### src/rtl/conv_processor_tap_line.sv
// Tapped shift line for the convolution processor. Every stage is exposed in parallel, with
// fill tracking and reporting of evicted samples.
module conv_processor_tap_line #(
  parameter int unsigned DATA_WIDTH = 8,
  parameter int unsigned DEPTH      = 4
) (
  input  logic                          clk,
  input  logic                          rst,
  input  logic                          clear,
  input  logic                          shift,
  input  logic                          rotate,
  input  logic [DATA_WIDTH-1:0]         data_in,
  output logic [DEPTH*DATA_WIDTH-1:0]   taps,
  output logic [$clog2(DEPTH+1)-1:0]    count,
  output logic                          full,
  output logic                          evict_valid,
  output logic [DATA_WIDTH-1:0]         evict_data
);

  localparam int unsigned CntWidth = $clog2(DEPTH + 1);

  logic [DATA_WIDTH-1:0] tap_q [DEPTH];
  logic [DATA_WIDTH-1:0] tap_d [DEPTH];
  logic [CntWidth-1:0]   count_q, count_d;
  logic                  evict_valid_q, evict_valid_d;
  logic [DATA_WIDTH-1:0] evict_data_q, evict_data_d;

  assign full = (count_q == CntWidth'(DEPTH));

  always_comb begin
    tap_d         = tap_q;
    count_d       = count_q;
    evict_valid_d = 1'b0;
    evict_data_d  = evict_data_q;
    if (clear) begin
      for (int k = 0; k < DEPTH; k++) tap_d[k] = '0;
      count_d      = '0;
      evict_data_d = '0;
    end else if (shift) begin
      for (int k = 1; k < DEPTH; k++) tap_d[k] = tap_q[k-1];
      if (rotate) begin
        // Ring mode: the oldest stage wraps to the front, nothing leaves.
        tap_d[0] = tap_q[DEPTH-1];
      end else begin
        tap_d[0] = data_in;
        if (!full) count_d = count_q + CntWidth'(1);
        if (full) begin
          evict_valid_d = 1'b1;
          evict_data_d  = tap_q[DEPTH-1];
        end
      end
    end
  end

  always_ff @(posedge clk) begin
    if (rst) begin
      for (int k = 0; k < DEPTH; k++) tap_q[k] <= '0;
      count_q       <= '0;
      evict_valid_q <= 1'b0;
      evict_data_q  <= '0;
    end else begin
      for (int k = 0; k < DEPTH; k++) tap_q[k] <= tap_d[k];
      count_q       <= count_d;
      evict_valid_q <= evict_valid_d;
      evict_data_q  <= evict_data_d;
    end
  end

  for (genvar g = 0; g < DEPTH; g++) begin : gen_taps
    assign taps[g*DATA_WIDTH +: DATA_WIDTH] = tap_q[g];
  end

  assign count       = count_q;
  assign evict_valid = evict_valid_q;
  assign evict_data  = evict_data_q;

endmodule

### config.mk
export PLATFORM = sky130hd
export DESIGN_NAME = conv_processor_tap_line
export DESIGN_NICKNAME = d
export VERILOG_FILES = /design/src/rtl/conv_processor_tap_line.sv
export SDC_FILE = /design/constraint.sdc
export NUM_CORES = 1
export LEC_CHECK = 0
export ABC_AREA = 1
export BUFFER_PORTS_ARGS = -buffer_cell sky130_fd_sc_hd__buf_4
export CAP_MARGIN = 40
export CELL_PAD_IN_SITES_DETAIL_PLACEMENT = 0
export CELL_PAD_IN_SITES_GLOBAL_PLACEMENT = 2
export CORE_UTILIZATION = 30
export CTS_BUF_LIST = sky130_fd_sc_hd__clkbuf_4
export DETAILED_ROUTE_END_ITERATION = 7
export GPL_TIMING_DRIVEN = 0
export HOLD_SLACK_MARGIN = 0.12
export PLACE_DENSITY = 0.95
export SYNTH_ARGS = -nofsm -noshare
export SYNTH_HDL_FRONTEND = slang
export SYNTH_SLANG_ARGS = --single-unit
export TNS_END_PERCENT = 100
### constraint.sdc
create_clock -name clk -period 2.28 [get_ports clk]
set_input_delay 0.684 -clock clk [delete_from_list [all_inputs] [get_ports clk]]
set_output_delay 0.684 -clock clk [all_outputs]
set_load 0.02 [all_outputs]
==> impl_results.md, run 1 <==
* CTS root buf: clkbuf_4
* Synth area leader: dfxtp_1
* Initial antenna violation count at 0
* Dpl hpwl at 3.26 mm
* Post-Route WL at 4.41 mm
* Syn Area/Cell at between 7 and 8 um2
* Final Setup Violations at 0
* DRT iter0 DRCs at just under 60
* Most frequent CP cell: inv_1
* Pre-antenna DRT Iters at 4
* Final WS setup at 0.164 ns
* Sequential share of the synthesized area at 50.1%
* Crit path arrival time at 1.43 ns
* Site row count at 27
* DRC at 0
* Critical Path Start Type: flip-flop
* TritonCTS Buffers at 5
* Yosys warnings at 0
* Commonest non-fill, non-tap cell in the layout: nand2_1
* Global route overflow at 0
* Layout cell share with drive strength beyond 1 at 27.7%
* Max Slew Vio Count at 0
* Largest net degree at the start of global routing at 15
* TritonCTS clock tree: built
* Outcome: complete, no violations
* VDD IR max at 0.306 mV
* Hold crit path type: flip-flop to flip-flop
* Largest cells by area after synthesis: dfxtp_1 (50%), nand2_1 (15%), a21oi_1 (7.1%)
* Syn_nets at 244
* Critical path cell sequence: inv_1 -> ha_1 -> nand2_2 -> inv_1 -> buf_4
* Cell area after synthesis at between 1500 and 2000 um2
* Worst-path fanout max at 4
* Final period util at 92.8%
* Min Hold Slack at 0.490 ns
* Worst-Skew Late Latency at 0.37 ns
* Required time of the worst setup path at 1.60 ns
* Chip height at approximately 79 um
* Pre-CTS WS at 0.564 ns
* Clock Pin Slew Worst Setup and Hold Paths at 0.14 ns
* Tot Pwr at 1420 uW
* Final count of hold timing violations at 0
* Mapped Cells at 229
* Via density at 4.30
* Post-DRT Antenna Nets at 0
* Static Leak at 0.00105 uW
* CP Capture Type: primary output
* Worst-Margin Slew at between 0.2 and 0.25 ns
* ANT cells at 0
* Yosys cell types at 19
* Max stage delay on crit path at just over 0.4 ns
* CTS Hold Bufs at 0
* Most frequent cells in the layout: nand2_1 (69), buf_4 (55), dfxtp_1 (44)
* Final min period at 2.12 ns
* Pwr/cell area at 606 nW/um2
* PortBufs at 55
* CTS H-Tree Depth at 2
* Die Span X at roughly 79 um
* Die ar. at 6170 um2
* Final #Nets at approximately 310
* Max clock buf depth at 2
* Worst Setup Path Type: flip-flop to primary output
* Layout Area Growth over Synthesis at 33.2%
* RSZ-0062 raised after global routing: false
* GRT Util Overall at between 15 and 20%
* CORE AREA at 5570 um2
* # IOs at 58
* Final TNS setup at 0 ns
* Worst path slowest cell: dfxtp_1
* Vias in the first global route at approximately 1,400
* Clock sink total at 44
* Initial core utilization at 31.5%
* DR vias at 1,564
* First-pass GRT wire length at 7.07 mm
* Final GP Congestion at about 0.74
* Setup Skew at 0.00962 ns
* CTS resizes at 0
* Max cap viols at 0
* Routed wire per std cell at approximately 12 um
* Post-CTS Setup Inserts at 0
* Yosys top cell area share at 50.1%
* Max frequency at 0.473 GHz
* FF+latch count, synth at 44
* Rel. slew slack at a little under nine tenths
cell usage after synthesis:
library cell / n
nand2_1: 69
inv_1: 22
ha_1: 2
inv_2: 1
o211ai_1: 8
a21oi_1: 25
o21ai_0: 10
nor2_2: 1
buf_2: 9
inv_8: 1
nor2_8: 1
nor3_1: 1
nand2_4: 1
nand2_2: 1
buf_6: 3
nand3_1: 9
dfxtp_1: 44
nor2_1: 20
nor2_4: 1
power by group:
group	internal (uW)	total, uW	switching, uW
logic	54.5	140	85.3
registers	782	792	10.1
clock network	229	487	258
total	1070	1420	353
state kept, by name, indices dropped and copies added (netlist names):
signal       flops
evict_data       8
taps            32
count            3
evict_valid      1
worst max-delay path, delay by kind of cell, from the launching register on:
| family | cells | cell delay (ns) |
|---|---|---|
| flip-flops | 1 | 0.41 |
| AND/OR/NAND/NOR | 1 | 0.15 |
| adder cells (fa/ha/maj) | 1 | 0.20 |
| buffers and inverters | 3 | 0.32 |
through the flow:
step | instances | instance area (um2) | utilization, %
5_1_grt | 364 | 2340 | 42.0
3_5_place_dp | 356 | 2260 | 40.5
2_1_floorplan | 229 | 1760 | -
3_3_place_gp | 356 | 2260 | 40.5
6_report | 364 | 2340 | 42.0
4_1_cts | 364 | 2340 | 42.0
area by class of cell:
class	instances	area, um2
clock buffers	5	37.5
multi-input cells	149	699
well taps	72	90.1
fillers	624	3230
inverters	24	97.6
clock inverters	3	42.5
plain buffers	12	78.8
flip-flops and latches	44	881
repair buffers	55	413
final timing paths:
kind | startpoint | endpoint | slack (ns) | cells past startpoint
min | taps[9]$_SDFFE_PP0P_ | taps[17]$_SDFFE_PP0P_ | 0.49 | 2
max reg2reg | count[0]$_SDFFE_PP0P_ | count[0]$_SDFFE_PP0P_ | 0.99 | 6
max | count[0]$_SDFFE_PP0P_ | full | 0.16 | 5
min reg2reg | taps[9]$_SDFFE_PP0P_ | taps[17]$_SDFFE_PP0P_ | 0.49 | 2
metal layers:
| layer | wire length, um | vias to the layer above | share of wire [%] | track usage [%] |
|---|---|---|---|---|
| li1 | - | 845 | - | - |
| met1 | 2320 | 679 | 53 | 21.7 |
| met2 | 1880 | 34 | 42 | 21.6 |
| met3 | 153 | 6 | 3.5 | 2.79 |
| met4 | 64 | 0 | 1.5 | 6.67 |
| met5 | 0 | - | 0 | 0 |
cells by family (layout without fill, tap and decap cells):
logic type / Yosys count / count (layout) / share of synthesized area (%)
DFF: 44 / 44 / 50.1
AOI/OAI and AO/OA: 43 / 43 / 13.4
and+or+nand+nor: 104 / 104 / 25.0
buffers and inverters: 36 / 99 / 10.0
adders and majority gates: 2 / 2 / 1.42
Power figures use the tool's default switching activity.
==> inputs of run 2 (changes only) <==
--- a/config.mk
+++ b/config.mk
@@ -12,2 +12,3 @@
 export CELL_PAD_IN_SITES_GLOBAL_PLACEMENT = 2
+export CORE_MARGIN = 2
 export CORE_UTILIZATION = 30
==> constraint.sdc (replaced) <==
create_clock -name clk -period 2.28 [get_ports clk]
set_input_delay 0 -clock clk [delete_from_list [all_inputs] [get_ports clk]]
set_output_delay 0 -clock clk [all_outputs]
set_load 0.02 [all_outputs]
==> impl_results.md, run 2 (synthesized netlist as in run 1, its figures left out) <==
* Outcome: complete, no violations
* Worst Setup Path Type: input port to flip-flop
* Post-DRT Antenna Nets at 0
* Clock Pin Slew Worst Setup and Hold Paths at 0.12 ns
* Tot Pwr at about 1400 uW
* Die ar. at 6480 um2
* Critical Path Start Type: input port
* Final count of hold timing violations at 0
* Final min period at 1.93 ns
* Layout Area Growth over Synthesis at 40.6%
* Max FFs per register at 32
* CTS H-Tree Depth at 2
* Setup Skew at 0.00591 ns
* Max clock buf depth at 2
* Required time of the worst setup path at about 2.6 ns
* Max frequency at 0.519 GHz
* CP Capture Type: flip-flop
* DRT iter0 DRCs at 83
* Dpl hpwl at 3.40 mm
* Clock sink total at 44
* Post-Route WL at approximately 4.7 mm
* Crit path arrival time at around 2.2 ns
* Initial core utilization at about a third
* Pint at 1090 uW
* # IOs at 58
* Site row count at 27
* Max cap viols at 0
* Max Slew Vio Count at 0
* ANT cells at 0
* First-pass GRT wire length at 7.47 mm
* Final Setup Violations at 0
* GRT Util Overall at 15.3%
* Pwr/cell area at 582 nW/um2
* Largest net degree at the start of global routing at 14
* CTS resizes at 0
* Pre-antenna DRT Iters at 4
* Worst-Skew Late Latency at 0.36 ns
* CTS Hold Bufs at 13
* Worst-Margin Slew at 0.237 ns
* Static Leak at 0.00110 uW
* Final instance area at 2470 um2
* Min Hold Slack at 0.122 ns
* RSZ-0062 raised after global routing: false
* Commonest non-fill, non-tap cell in the layout: nand2_1
* Chip height at 80.5 um
* Hold crit path type: input port to flip-flop
* TritonCTS Buffers at 5
* VDD IR max at between 0.3 and 0.4 mV
* DRC at 0
* CTS root buf: clkbuf_4
* Final TNS setup at 0 ns
* Clock power share at between 30% and 40%
* PortBufs at 55
* Seq pwr share at between 50% and 60%
* Placed cell areas at roughly 2300 um2
* FILL cells at ~610
* Via density at 4.35
* Switching Share at 24.1%
* Reg2Reg Setup Slack at ~0.97 ns
* CORE AREA at 5570 um2
* Global route overflow at 0
* Layout cell share with drive strength beyond 1 at 26.9%
* Most frequent cells in the layout: nand2_1 (69), buf_4 (55), dfxtp_1 (44)
* DR vias at 1,640
* Final period util at 84.6%
* Routed wire per std cell at 12.4 um
* Die Span X at about 81 um
* Initial antenna violation count at 0
* Net Switching at 347 uW
* Rel. slew slack at between 80% and 90%
* Post-CTS Setup Inserts at 0
* Final #Nets at 319
* Final GP Congestion at 0.737
* Worst-path fanout max at 8
* TritonCTS clock tree: built
* Vias in the first global route at 1,553
* Logic gate share of total power at 11.0%
-- run 2: changes by cell type in the layout (fill, tap and decap cells not counted), sizes merged --
cell / previous run / this run
clkinv: 2 / 1
dlygate4sd3: 0 / 13
clkbuf: 5 / 6
-- run 2: final timing paths --
kind	startpoint	end	depth (start not counted)
setup / recovery	clear	taps[31]$_SDFFE_PP0P_	7
hold / removal	rst	count[1]$_SDFFE_PP0P_	5
hold reg to reg	taps[14]$_SDFFE_PP0P_	taps[14]$_SDFFE_PP0P_	2
setup reg to reg	count[0]$_SDFFE_PP0P_	count[2]$_SDFFE_PP0P_	7
-- run 2: worst max-delay path: stages --
cell and delay, ns:
dlygate4sd3_1 0.53, buf_4 0.15, nor2_4 0.07, dlygate4sd3_1 0.69, o21ai_0 0.12, dlygate4sd3_1 0.56, a21oi_1 0.10
-- run 2: cell type report --
class / instances / area (um2) / area share (%)
multi-input combinational: 149 / 699 / 28.3
sequential: 44 / 881 / 35.7
buffer: 12 / 78.8 / 3.19
timing repair buffer: 68 / 543 / 22.0
inverter: 24 / 97.6 / 3.95
clock inverter: 2 / 35.0 / 1.42
tap: 72 / 90.1 / 3.65
clock buffer: 6 / 45.0 / 1.82
-- run 2: per-layer routing --
metal | track usage (%) | wire length (um) | vias up
li1 | - | - | 867
met1 | 20.4 | 2230 | 723
met2 | 24.3 | 2130 | 46
met3 | 3.60 | 243 | 4
met4 | 4.58 | 52 | 0
met5 | 0 | 0 | -
-- run 2: per-stage QoR --
stage | util (%) | setup WS, ns | cells
floorplan | - | 0.899 | 229
global placement | 40.5 | 1.02 | 356
detailed placement | 40.5 | 0.983 | 356
CTS | 44.3 | 0.365 | 377
global route | 44.3 | 0.307 | 377
finish | 44.3 | 0.352 | 377
-- run 2: power groups by stage --
stage	combinational [uW]	clock, uW	sequential, uW
global route	175	538	794
CTS	160	504	792
detailed placement	142	0	809
floorplan	69.8	0	823
finish	159	488	791
global placement	141	0	809
==> inputs of run 3 (changes only) <==
- ABC_AREA: 1 -> 0
- CORE_UTILIZATION: 30 -> 31
- PLACE_DENSITY: 0.95 -> 0.92
- clock period: 2.28 -> 2 ns (I/O delays scaled with it)
==> impl_results.md, run 3 <==
* Final min period at 1.70 ns
* Min Hold Slack at 0.476 ns
* CORE AREA at about 5500 um2
* Worst Setup Path Type: input port to flip-flop
* RSZ-0062 raised after global routing: false
* Final instance area at 2490 um2
* Post-synth ARST share at 0%
* Final period util at between 80% and 90%
* Global route overflow at 0
* Post-synth EDFFs at 0
* Post-CTS Setup Inserts at 0
* Final GP Congestion at 0.757
* Mapped Cells at roughly 170
* Chip height at 78.9 um
* Syn Area/Cell at roughly 10 um2
* Worst-Margin Slew at 0.545 ns
* DR vias at roughly 1,500
* Final count of hold timing violations at 0
* Initial core utilization at 31.8%
* RR Startpoint: count[0]$_SDFFE_PP0P_
* Hold_sp: evict_data[1]$_SDFFE_PP0P_
* Worst Reg-to-Reg Cells at 6
* DRC at 0
* Crit path arrival time at 2.00 ns
* Final Setup Violations at 0
* Final #Nets at roughly 270
* Final TNS setup at 0 ns
* Die Span X at 78.9 um
* Clock Pin Slew Worst Setup and Hold Paths at 0.11 ns
* Pre-CTS WS at 0.706 ns
* Yosys warnings at 0
* Setup Skew at 0.00617 ns
* Clock sink total at 44
* Cell area after synthesis at 1740 um2
* First-pass GRT wire length at between 7 and 8 mm
* Routed wire per std cell at around 13 um
* Top-count cell post-synth: dfxtp_1
* Hold Crit Depth at 2
* Yosys top cell area share at 50.7%
* Largest cells by area after synthesis: dfxtp_1 (51%), mux2i_1 (18%), nor2_1 (5.6%)
* TritonCTS clock tree: built
* Sequential share of the synthesized area at about half
* CTS root buf: clkbuf_4
* Max FFs per register at 32
* Critical path origin: rst
* Placed cell areas at 2250 um2
* Largest net degree at the start of global routing at 12
* Dpl hpwl at a little over 3 mm
* TritonCTS Buffers at 5
* FF+latch count, synth at 44
* Hold crit path type: flip-flop to flip-flop
* VDD IR max at roughly 0.28 mV
* Synth area leader: dfxtp_1
* Max frequency at 0.588 GHz
* CTS H-Tree Depth at 2
* Pwr/cell area at 575 nW/um2
* Worst-path fanout max at 8
* Site row count at 27
* ANT cells at 0
* Post-DRT Antenna Nets at 0
* Layout cell share with drive strength beyond 1 at 32.3%
* Layout Area Growth over Synthesis at 43.1%
* Max Slew Vio Count at 0
* CTS resizes at 0
* GRT Util Overall at 14.9%
* Initial antenna violation count at 0
* # IOs at 58
* Max cap viols at 0
* Max clock buf depth at 2
* Tot Pwr at about 1400 uW
* Vias in the first global route at approximately 1,500
* Commonest non-fill, non-tap cell in the layout: buf_4
* Post-Route WL at ~4.4 mm
* Main synth FF type: dfxtp_1
* Rel. slew slack at 63.5%
* Worst-Skew Late Latency at between 0.3 and 0.4 ns
* Yosys cell types at 20
* Critical Path Start Type: input port
* DRT iter0 DRCs at between 60 and 70
* Most frequent cells after synthesis: dfxtp_1 (44), mux2i_1 (32), nor2_1 (26)
* Static Leak at 0.00114 uW
* Final WS setup at 0.299 ns
* CP Capture Type: flip-flop
* Die ar. at 6220 um2
* Via density at 4.55
* Most frequent cells in the layout: buf_4 (61), dfxtp_1 (44), mux2i_1 (32)
* Required time of the worst setup path at 2.30 ns
* Outcome: complete, no violations
* Pre-antenna DRT Iters at 4
* Syn_nets at 188
* PortBufs at 56
-- run 3: cell type report --
class / instances / area [um2]
Timing Repair Buffer: 76 / 621
Buffer: 11 / 80.1
Inverter: 3 / 11.3
Fill cell: 575 / 2990
Clock buffer: 5 / 37.5
Multi-Input combinational cell: 115 / 766
Sequential cell: 44 / 881
Tap cell: 72 / 90.1
-- run 3: cells by family after synthesis --
kind of cell	Yosys count	share of synthesized area, %
and+or+nand+nor	52	14.1
DFF	44	50.7
muxes	32	18.4
AOI/OAI and AO/OA	29	10.1
buffers and inverters	14	5.26
adders and majority gates	2	1.44
-- run 3: what timing repair did --
item	in CTS	in global routing
setup endpoints to repair	0	0
endpoints found under the hold margin	17	0
hold buffers	20	0
-- run 3: worst max-delay path, cell delays in order --
cell and delay (ns):
dlygate4sd3_1 0.54, buf_4 0.13, nor2_1 0.43, o21ai_0 0.18, a21oi_1 0.15, dlygate4sd3_1 0.56
-- run 3: final timing paths --
| kind | end | slack (ns) |
|---|---|---|
| max | taps[6]$_SDFFE_PP0P_ | 0.30 |
| min | evict_data[1]$_SDFFE_PP0P_ | 0.48 |
| max reg2reg | evict_data[7]$_SDFFE_PP0P_ | 0.69 |
| min reg2reg | evict_data[1]$_SDFFE_PP0P_ | 0.48 |
-- run 3: routing by layer --
metal  global-route usage [%]  share of wire [%]  routed length, um
met1                     19.0                 48               2100
met2                     24.1                 45               1980
met3                     3.98                5.4                238
met4                     5.69                1.7                 73
met5                        0                  0                  0
-- run 3: stage by stage --
stage	std cells	utilization (%)
after floorplan	173	-
after global placement	301	41.1
final	326	45.4
after detailed placement	301	41.1
after CTS	326	45.4
after global routing	326	45.4
-- run 3: power by group --
part	switching [uW]	internal [uW]
Sequential	7.31	885
Combinational	77.7	83.0
Clock	259	118
Total	344	1090
